[src/rtl/serial_pad_shifter.sv]
`default_nettype none
// ============================================================================
// Module   : serial_pad_shifter
// Purpose  : Buffered multi-channel console-pad shifter; optional latch
//            counter output enabled by SERIAL_PAD_SHIFTER_LATCH_COUNT_EN.
// Revision : 1.0 - initial release
// ============================================================================
module serial_pad_shifter #(
  parameter int WIDTH      = 16,
  parameter int NUM_CH     = 1,
  parameter int DEPTH      = 4,
  parameter int SHIFT_EDGE = 0
) (
  input  logic                      clk,
  input  logic                      rst_n,
  input  logic                      latch_in,
  input  logic                      pad_clk_in,
  input  logic                      overread,
  input  logic [WIDTH*NUM_CH-1:0]   frame_data,
  input  logic                      frame_valid,
  output logic                      frame_ready,
  output logic [NUM_CH-1:0]         data_out,
  output logic [$clog2(DEPTH):0]    level,
  output logic [$clog2(WIDTH):0]    bit_count,
`ifdef SERIAL_PAD_SHIFTER_LATCH_COUNT_EN
  output logic [15:0]               latch_count,
`endif
  output logic                      underflow
);

  localparam int c_AW = $clog2(DEPTH);
  localparam int c_CW = $clog2(WIDTH);
  localparam int c_FW = WIDTH * NUM_CH;

  logic [2:0]          r_latch_sync;
  logic [2:0]          r_pclk_sync;
  logic [c_FW-1:0]     r_mem [DEPTH];
  logic [c_AW-1:0]     r_wr_ptr;
  logic [c_AW-1:0]     r_rd_ptr;
  logic [c_AW:0]       r_level;
  logic [c_FW-1:0]     r_shift;
  logic [NUM_CH-1:0]   r_data_out;
  logic [c_CW:0]       r_bit_count;
  logic                r_underflow;

  logic                w_latch_rise;
  logic                w_pclk_edge;
  logic                w_shift;
  logic                w_empty;
  logic                w_full;
  logic                w_push;
  logic                w_pop;
  logic [c_FW-1:0]     w_load_data;
  logic [c_FW-1:0]     w_shifted;
  logic [NUM_CH-1:0]   w_load_msb;
  logic [NUM_CH-1:0]   w_shift_msb;
  logic                w_last_bit;

  // Stage [1] is the synchronized level, stage [2] the history for edge detect.
  always_ff @(posedge clk or negedge rst_n) begin
    if (!rst_n) begin
      r_latch_sync <= '0;
      r_pclk_sync  <= '0;
    end else begin
      r_latch_sync <= {r_latch_sync[1:0], latch_in};
      r_pclk_sync  <= {r_pclk_sync[1:0], pad_clk_in};
    end
  end

  assign w_latch_rise = r_latch_sync[1] & ~r_latch_sync[2];
  assign w_pclk_edge  = (SHIFT_EDGE == 0) ? (r_pclk_sync[1] & ~r_pclk_sync[2])
                                          : (~r_pclk_sync[1] & r_pclk_sync[2]);
  // Latch high (including its rising-edge cycle) suppresses any shift.
  assign w_shift      = w_pclk_edge & ~r_latch_sync[1];

  assign w_empty      = (r_level == '0);
  assign w_full       = (r_level == (c_AW+1)'(DEPTH));
  assign w_push       = frame_valid & ~w_full;
  assign w_pop        = w_latch_rise & ~w_empty;
  assign w_load_data  = w_empty ? {c_FW{1'b1}} : r_mem[r_rd_ptr];
  assign w_last_bit   = (r_bit_count >= (c_CW+1)'(WIDTH - 1));

  always_comb begin
    w_shifted   = '0;
    w_load_msb  = '0;
    w_shift_msb = '0;
    for (int c = 0; c < NUM_CH; c++) begin
      w_shifted[c*WIDTH +: WIDTH] = {r_shift[c*WIDTH +: WIDTH-1], overread};
      w_shift_msb[c]              = r_shift[c*WIDTH + WIDTH - 2];
      w_load_msb[c]               = w_load_data[c*WIDTH + WIDTH - 1];
    end
  end

  always_ff @(posedge clk) begin
    if (w_push) begin
      r_mem[r_wr_ptr] <= frame_data;
    end
  end

  always_ff @(posedge clk or negedge rst_n) begin
    if (!rst_n) begin
      r_wr_ptr <= '0;
      r_rd_ptr <= '0;
      r_level  <= '0;
    end else begin
      if (w_push) r_wr_ptr <= r_wr_ptr + 1'b1;
      if (w_pop)  r_rd_ptr <= r_rd_ptr + 1'b1;
      case ({w_push, w_pop})
        2'b10:   r_level <= r_level + 1'b1;
        2'b01:   r_level <= r_level - 1'b1;
        default: r_level <= r_level;
      endcase
    end
  end

  // Once a frame is exhausted the output follows the live overread value.
  always_ff @(posedge clk or negedge rst_n) begin
    if (!rst_n) begin
      r_shift     <= '1;
      r_data_out  <= '1;
      r_bit_count <= (c_CW+1)'(WIDTH);
      r_underflow <= 1'b0;
    end else begin
      r_underflow <= w_latch_rise & w_empty;
      if (w_latch_rise) begin
        r_shift     <= w_load_data;
        r_data_out  <= w_load_msb;
        r_bit_count <= '0;
      end else if (w_shift) begin
        r_shift    <= w_shifted;
        r_data_out <= w_last_bit ? {NUM_CH{overread}} : w_shift_msb;
        if (r_bit_count != (c_CW+1)'(WIDTH)) begin
          r_bit_count <= r_bit_count + 1'b1;
        end
      end
    end
  end

`ifdef SERIAL_PAD_SHIFTER_LATCH_COUNT_EN
  logic [15:0] r_latch_count;

  always_ff @(posedge clk or negedge rst_n) begin
    if (!rst_n) begin
      r_latch_count <= '0;
    end else if (w_latch_rise) begin
      r_latch_count <= r_latch_count + 16'd1;
    end
  end

  assign latch_count = r_latch_count;
`endif

  assign frame_ready = ~w_full;
  assign data_out    = r_data_out;
  assign level       = r_level;
  assign bit_count   = r_bit_count;
  assign underflow   = r_underflow;

endmodule
`default_nettype wire

[config.mk]
export PLATFORM = sky130hd
export DESIGN_NAME = serial_pad_shifter
export DESIGN_NICKNAME = d
export VERILOG_FILES = /design/src/rtl/serial_pad_shifter.sv
export SDC_FILE = /design/constraint.sdc
export NUM_CORES = 1
export LEC_CHECK = 0
export ABC_AREA = 0
export CELL_PAD_IN_SITES_DETAIL_PLACEMENT = 0
export CELL_PAD_IN_SITES_GLOBAL_PLACEMENT = 1
export CORE_AREA = 2 2 94 96
export CTS_BUF_LIST = sky130_fd_sc_hd__clkbuf_8 sky130_fd_sc_hd__clkbuf_16
export CTS_CLUSTER_SIZE = 40
export DETAILED_ROUTE_END_ITERATION = 6
export DIE_AREA = 0 0 96 98
export PLACE_DENSITY = 0.76
export SYNTH_ARGS = -nofsm -noshare
export SYNTH_HDL_FRONTEND = slang
export SYNTH_SLANG_ARGS = --single-unit
export TNS_END_PERCENT = 20
[constraint.sdc]
create_clock -name clk -period 2.1 [get_ports clk]
set_input_delay 0.315 -clock clk [delete_from_list [all_inputs] [get_ports clk]]
set_output_delay 0.315 -clock clk [all_outputs]
set_load 0.01 [all_outputs]
==> summary.txt <==
largest area contributor in the netlist -> edfxtp_1
antenna-violating nets left -> 0
number of I/O port buffers -> 32
Max Buffers Root-to-Sink -> 2
Resize count post-CTS -> 0
Tightest Pin Transition -> 667 ps
dpl hpwl -> 4.07 mm
Residual DRC -> 0
Num Clock Sinks -> 99
Root Driver -> clkbuf_8
critical-path maximum fanout -> 5
final setup fails -> 0
critical path data arrival time -> 1600 ps
Syn. warnings -> 0
CP max-delay cell -> clkdlybuf4s50_1
ys async rst share -> 0.354
setup TNS -> 0 ps
Final Skew -> 10.7 ps
buffer count from post-CTS setup fixing -> 0
final worst slack -> 182 ps
Starting Density -> 0.471
Row Count -> 34
Worst Hold Class -> reg2reg
CTS tree -> yes
Avg Synthesized Cell Area -> 16.9 um^2
top-count cell post-synth -> edfxtp_1
Avg WL per Cell -> 16.6 um
Critical Path Max Stage Delay -> 470 ps
dpl ws -> 86.9 ps
dominant synthesized flop cell -> edfxtp_1
worst skew pair latency -> 350 ps
number of synthesized flops with an enable pin -> 64
H-tree lvl count -> 3
area grow syn2layout -> 16.3%
Setup crit start kind -> register
Core Region -> 0.00847 mm^2
Total GRT Usage -> 0.156
fillers -> 693
Congestion Overflow GR -> 0
drt first-iter violations -> 116
max_slew headroom -> 0.554
n_diodes -> 0
Hold Slack -> 360 ps
number of nets in the layout -> 312
vias in the first global route -> 2178
Die Span Y -> 98 um
critical path cell sequence -> inv_1, nand3_1, buf_4, clkdlybuf4s50_1
max-slew violations -> 0
DP Area -> 0.00446 mm^2
Total Routed Length -> 6.55 mm
DR vias/cell -> 5.25
status -> completed
I/O pin total -> 33
Placer Congestion -> 0.679
synth unique cells -> 37
die area -> 0.00941 mm^2
via count -> 2069
max cap viols -> 0
design area -> 0.00464 mm^2
Seq/Total Area, Yosys -> 0.707
Reg clk slew, reported paths -> 90 ps
fin crit share -> 0.913
Synth area leaders -> edfxtp_1 48%, dfrtp_1 11%, dfstp_2 11%
die width -> 96 um
Final Hold Viols -> 0
Seq cells post-synth -> 99
P per Cell Area -> 1170 mW/mm^2
Max Clk Rate -> 0.521 GHz
initial antenna violation count -> 0
Hold Buf Count CTS -> 0
share of cells above drive strength 1 -> 0.196
largest net degree at the start of global routing -> 36
Syn Nets -> 267
Cell Area, Synth -> 0.00399 mm^2
area share of the largest cell type after synthesis -> 0.482
first-pass GRT wire length -> 10.8 mm
Leakage -> 1.72 nW
Commonest cells post-synth -> 64 x edfxtp_1, 18 x dfrtp_1, 18 x nand2_1
critical path type -> reg2out
DR pass1 iterations -> 4
Max rail drop VDD -> 0.571 mV
Worst Setup End Kind -> primary output
final worst path period need -> 1920 ps
RSZ-0062 raised after global routing -> false
Gate Count Post-Synth -> 236
CTS Buf Count -> 9
Critical Path RT -> 1780 ps
Pwr Total -> 0.00544 W
[kinds of logic (layout without fill, tap and decap cells)]
family / count (synthesis) / after routing / synth area share
DFF: 99 / 99 / 0.707
and+or+nand+nor: 42 / 42 / 0.0537
AOI/OAI and AO/OA: 37 / 37 / 0.0543
buffers and inverters: 22 / 72 / 0.0308
muxes: 20 / 20 / 0.108
adders and majority gates: 9 / 9 / 0.0301
xor gates and xnor gates: 7 / 7 / 0.0154
[routing by layer]
metal	wire (um)	GRT usage
met5	0	0
met4	121	0.0758
met3	192	0.0285
met2	3200	0.245
met1	3040	0.210
[flip-flops by register name, indices dropped and copies added, names as in the netlist]
register,flops
level,3
r_pclk_sync,3
r_latch_sync,3
bit_count,5
r_shift,15
r_wr_ptr,2
underflow,1
r_rd_ptr,2
data_out,1
r_mem,64
[critical path, delay by kind of cell, from the launching register on]
family                 cells  cell delay, ps
buffers and inverters      3             740
flip-flops                 1             430
AND/OR/NAND/NOR            1              90
[cell usage in the layout (no fill, tap or decap), types with 2 or more instances in the layout]
master           count
and2_1               2
and3_1               5
buf_4               13
clkbuf_8            10
clkdlybuf4s50_1     32
clkinvlp_4           2
dfrtp_1             18
dfstp_2             17
edfxtp_1            64
ha_1                 8
inv_1               12
mux2i_1              3
mux4_1               8
mux4_2               8
nand2_1             18
nand2b_1             2
nor2_1               6
nor3_1               3
o21ai_0              9
o21ai_1              8
o22ai_1             15
xnor2_1              4
xor2_1               3
[where the power goes]
part	leakage (nW)	internal [W]	switching, W
Clock	0.0901	0.000463	0.000628
Sequential	0.982	0.00262	0.000189
Combinational	0.645	0.000800	0.000745
Total	1.72	0.00388	0.00156
[cell type report]
type	instances	area (um^2)	share of cell area
clock inverters	6	41.3	0.00891
flip-flops and latches	99	2820	0.608
inverters	11	41.3	0.00891
multi-input cells	115	1040	0.225
clock buffers	10	138	0.0297
well taps	108	135	0.0291
repair buffers	45	418	0.0901
[worst paths after layout]
path                                           from                  endpoint  slack, ps  cells after the start
max in group asynchronous                     rst_n    r_shift[5]$_DFFE_PN1P_       1370                      2
min                        r_pclk_sync[0]$_DFF_PN0_  r_pclk_sync[1]$_DFF_PN0_        360                      0
min reg2reg                r_pclk_sync[0]$_DFF_PN0_  r_pclk_sync[1]$_DFF_PN0_        360                      0
max reg2reg                    level[0]$_DFFE_PN0P_      level[2]$_DFFE_PN0P_        190                     10
max                            level[0]$_DFFE_PN0P_               frame_ready        180                      4
min in group asynchronous                     rst_n      level[0]$_DFFE_PN0P_        380                      2
[per-stage QoR]
stage	cells	utilization
final	394	0.548
after global routing	394	0.548
after CTS	394	0.548
after detailed placement	378	0.526
after global placement	378	0.526
after floorplan	236	-
Power figures use the tool's default switching activity.
==> RTL change, RTL diff (same settings) <==
Add a define of `SERIAL_PAD_SHIFTER_LATCH_COUNT_EN`.
--- a/src/rtl/serial_pad_shifter.sv
+++ b/src/rtl/serial_pad_shifter.sv
@@ -6,4 +6,6 @@
 // Revision : 1.0 - initial release
 // ============================================================================
+`define SERIAL_PAD_SHIFTER_LATCH_COUNT_EN
+
 module serial_pad_shifter #(
   parameter int WIDTH      = 16,
Check against the original RTL (old outputs only; new: latch_count): equivalent (equiv_simple and equiv_induct, registers matched by name and starting in step).
==> RTL change against the original RTL <==
Clock skew shrank 0.0028 ns. Count of clock-buffer cells in the layout grew 7. Sequential cell count grew 16. Area after synthesis grew 16%. Total power grew 40%. Clock power grew 150%. Cell area grew 26%. Routed wire length grew 23%. Setup slack lost 0.0053 ns. Synthesized cell count grew 25%. Critical endpoint is now level[2]$_DFFE_PN0P_. Highest routed layer unchanged.
==> RTL change: results (changes against the original RTL) <==
status=completed (unchanged); Leak=0.00222 µW (was 0.00172 µW); critical path's slowest cell=dfrtp_1 (was clkdlybuf4s50_1); Cell Area, Placed=0.00526 mm² (was 0.00446 mm²); XOR/XNOR share of the synthesized area=4.17% (was 1.54%); Seq/Total Area, Yosys=69.7% (was 70.7%); ranking of synthesized cells by area=edfxtp_1 (42%), dfrtp_1 (18%), dfstp_2 (9.7%) (was edfxtp_1 (48%), dfrtp_1 (11%), dfstp_2 (11%)); clock skew=0.00792 ns (was 0.0107 ns); post-synth net total=326 (was 267); initial antenna violation count=0 (unchanged); 1st-pass router iterations=4 (unchanged); Clock Tree Buf Depth=2 (unchanged); htree depth=4 (was 3); final net count=395 (was 312); HP Class=in -> reg (was reg -> reg); Global Route Usage Sum=19.6% (was 15.6%); crit path launch=level[1]$_DFFE_PN0P_ (was level[0]$_DFFE_PN0P_); CP Max Fanout=3 (was 5); Num CTS Buffers=17 (was 9); Initial DRC Count=106 (was 116); fill count=590 (was 693); peak supply drop=0.804 mV (was 0.571 mV); slew at the pin with the worst max-slew slack=0.593 ns (was 0.667 ns); Top FF cell, synth=edfxtp_1 (unchanged); via count=2,570 (was 2,069); yosys warns=0 (unchanged); GPL Wtd Cong=0.723 (was 0.679); fraction of registers with async set/reset=44.3% (was 35.4%); unique cell type count in the Yosys netlist=35 (was 37); post-synthesis mux area share=8.26% (was 10.8%); CP arrival=2.35 ns (was 1.60 ns); synth cell count leaders=edfxtp_1 (64), dfrtp_1 (34), nand2_1 (25), xnor2_1 (19), dfstp_2 (17) (was edfxtp_1 (64), dfrtp_1 (18), nand2_1 (18), dfstp_2 (17), o22ai_1 (15)); clk root buf=clkbuf_8 (unchanged); dpl ws=0.0738 ns (was 0.0869 ns); I/O Buffers=48 (was 32); post-synthesis compound-gate area fraction=4.82% (was 5.43%); first-pass GRT wire length=13,500 µm (was 10,800 µm); DP HPWL=4780 µm (was 4070 µm); number of synthesized flops with an enable pin=64 (unchanged); final wirelength=8050 µm (was 6550 µm); max FFs per register=64 (unchanged); pin count of the biggest net entering global routing=31 (was 36); biggest cell delay along the critical path=0.40 ns (was 0.47 ns); fraction of layout cells with a size suffix above 1=21.8% (was 19.6%); clk_lat worst skew=0.51 ns (was 0.35 ns); CTS clk-pin slew, worst paths=0.06 ns (was 0.09 ns); vias in the first global route=2,663 (was 2,178); Antenna Cells=0 (unchanged); Post-Synth Adder-Cell Area=2.87% (was 3.01%); hold_sp=latch_in (was r_pclk_sync[0]$_DFF_PN0_); Reg with most FFs=r_mem (unchanged)
==> RTL change: critical path, delay by kind of cell, from the launching register on <==
kind	cells	cell delay [ns]
simple gates	3	0.40
flops	1	0.40
buf+inv	3	0.22
xor+xnor	2	0.29
fa+ha+maj	2	0.55
==> RTL change: per-stage QoR <==
step	instances	utilization (%)
floorplan	294	-
global placement	450	62.1
detailed placement	450	62.1
CTS	483	68.8
global route	484	69.0
finish	484	69.0
==> RTL change: worst paths after layout <==
path,slack [ns],depth (start not counted),end
worst max-delay path,0.18,10,level[2]$_DFFE_PN0P_
worst min-delay path,0.24,1,r_latch_sync[0]$_DFF_PN0_
worst max register to register,0.18,10,level[2]$_DFFE_PN0P_
worst min register to register,0.35,0,r_latch_sync[1]$_DFF_PN0_
max in group asynchronous,1.13,3,r_shift[12]$_DFFE_PN1P_
min in group asynchronous,0.34,2,r_pclk_sync[1]$_DFF_PN0_
==> RTL change: power breakdown <==
group / leakage (µW) / switching, µW / internal [µW]
Sequential: 0.00120 / 250 / 2970
Clock: 0.000270 / 1080 / 1590
Combinational: 0.000754 / 809 / 906
==> RTL change: repair_timing <==
action                                  in CTS  in global routing
hold buffers                                 1                  0
endpoints found under the setup margin       0                  1
gates resized for setup                      0                  2
hold endpoints to repair                    14                  0
setup buffers                                0                  1
==> RTL change: cells by family after synthesis <==
logic type	count (synthesis)
AOI/OAI and AO/OA	39
xor gates and xnor gates	22
adders and majority gates	10
buffers and inverters	24
DFF	115
muxes	18
and+or+nand+nor	66
==> RTL change: layout make-up <==
class,instances,area (µm²),area share [%]
clock inverter,15,144,2.46
timing repair buffer,63,606,10.4
tap,108,135,2.31
clock buffer,17,414,7.09
sequential,115,3220,55.1
inverter,11,41.3,0.707
multi-input combinational,155,1280,21.9
==> RTL change: per-layer routing <==
| layer | wire (µm) | global-route usage (%) | part of all wire [%] |
|---|---|---|---|
| met3 | 298 | 5.32 | 3.7 |
| met4 | 113 | 7.58 | 1.4 |
| met1 | 3600 | 26.3 | 45 |
| met2 | 4040 | 30.7 | 50 |
| met5 | 0 | 0 | 0 |
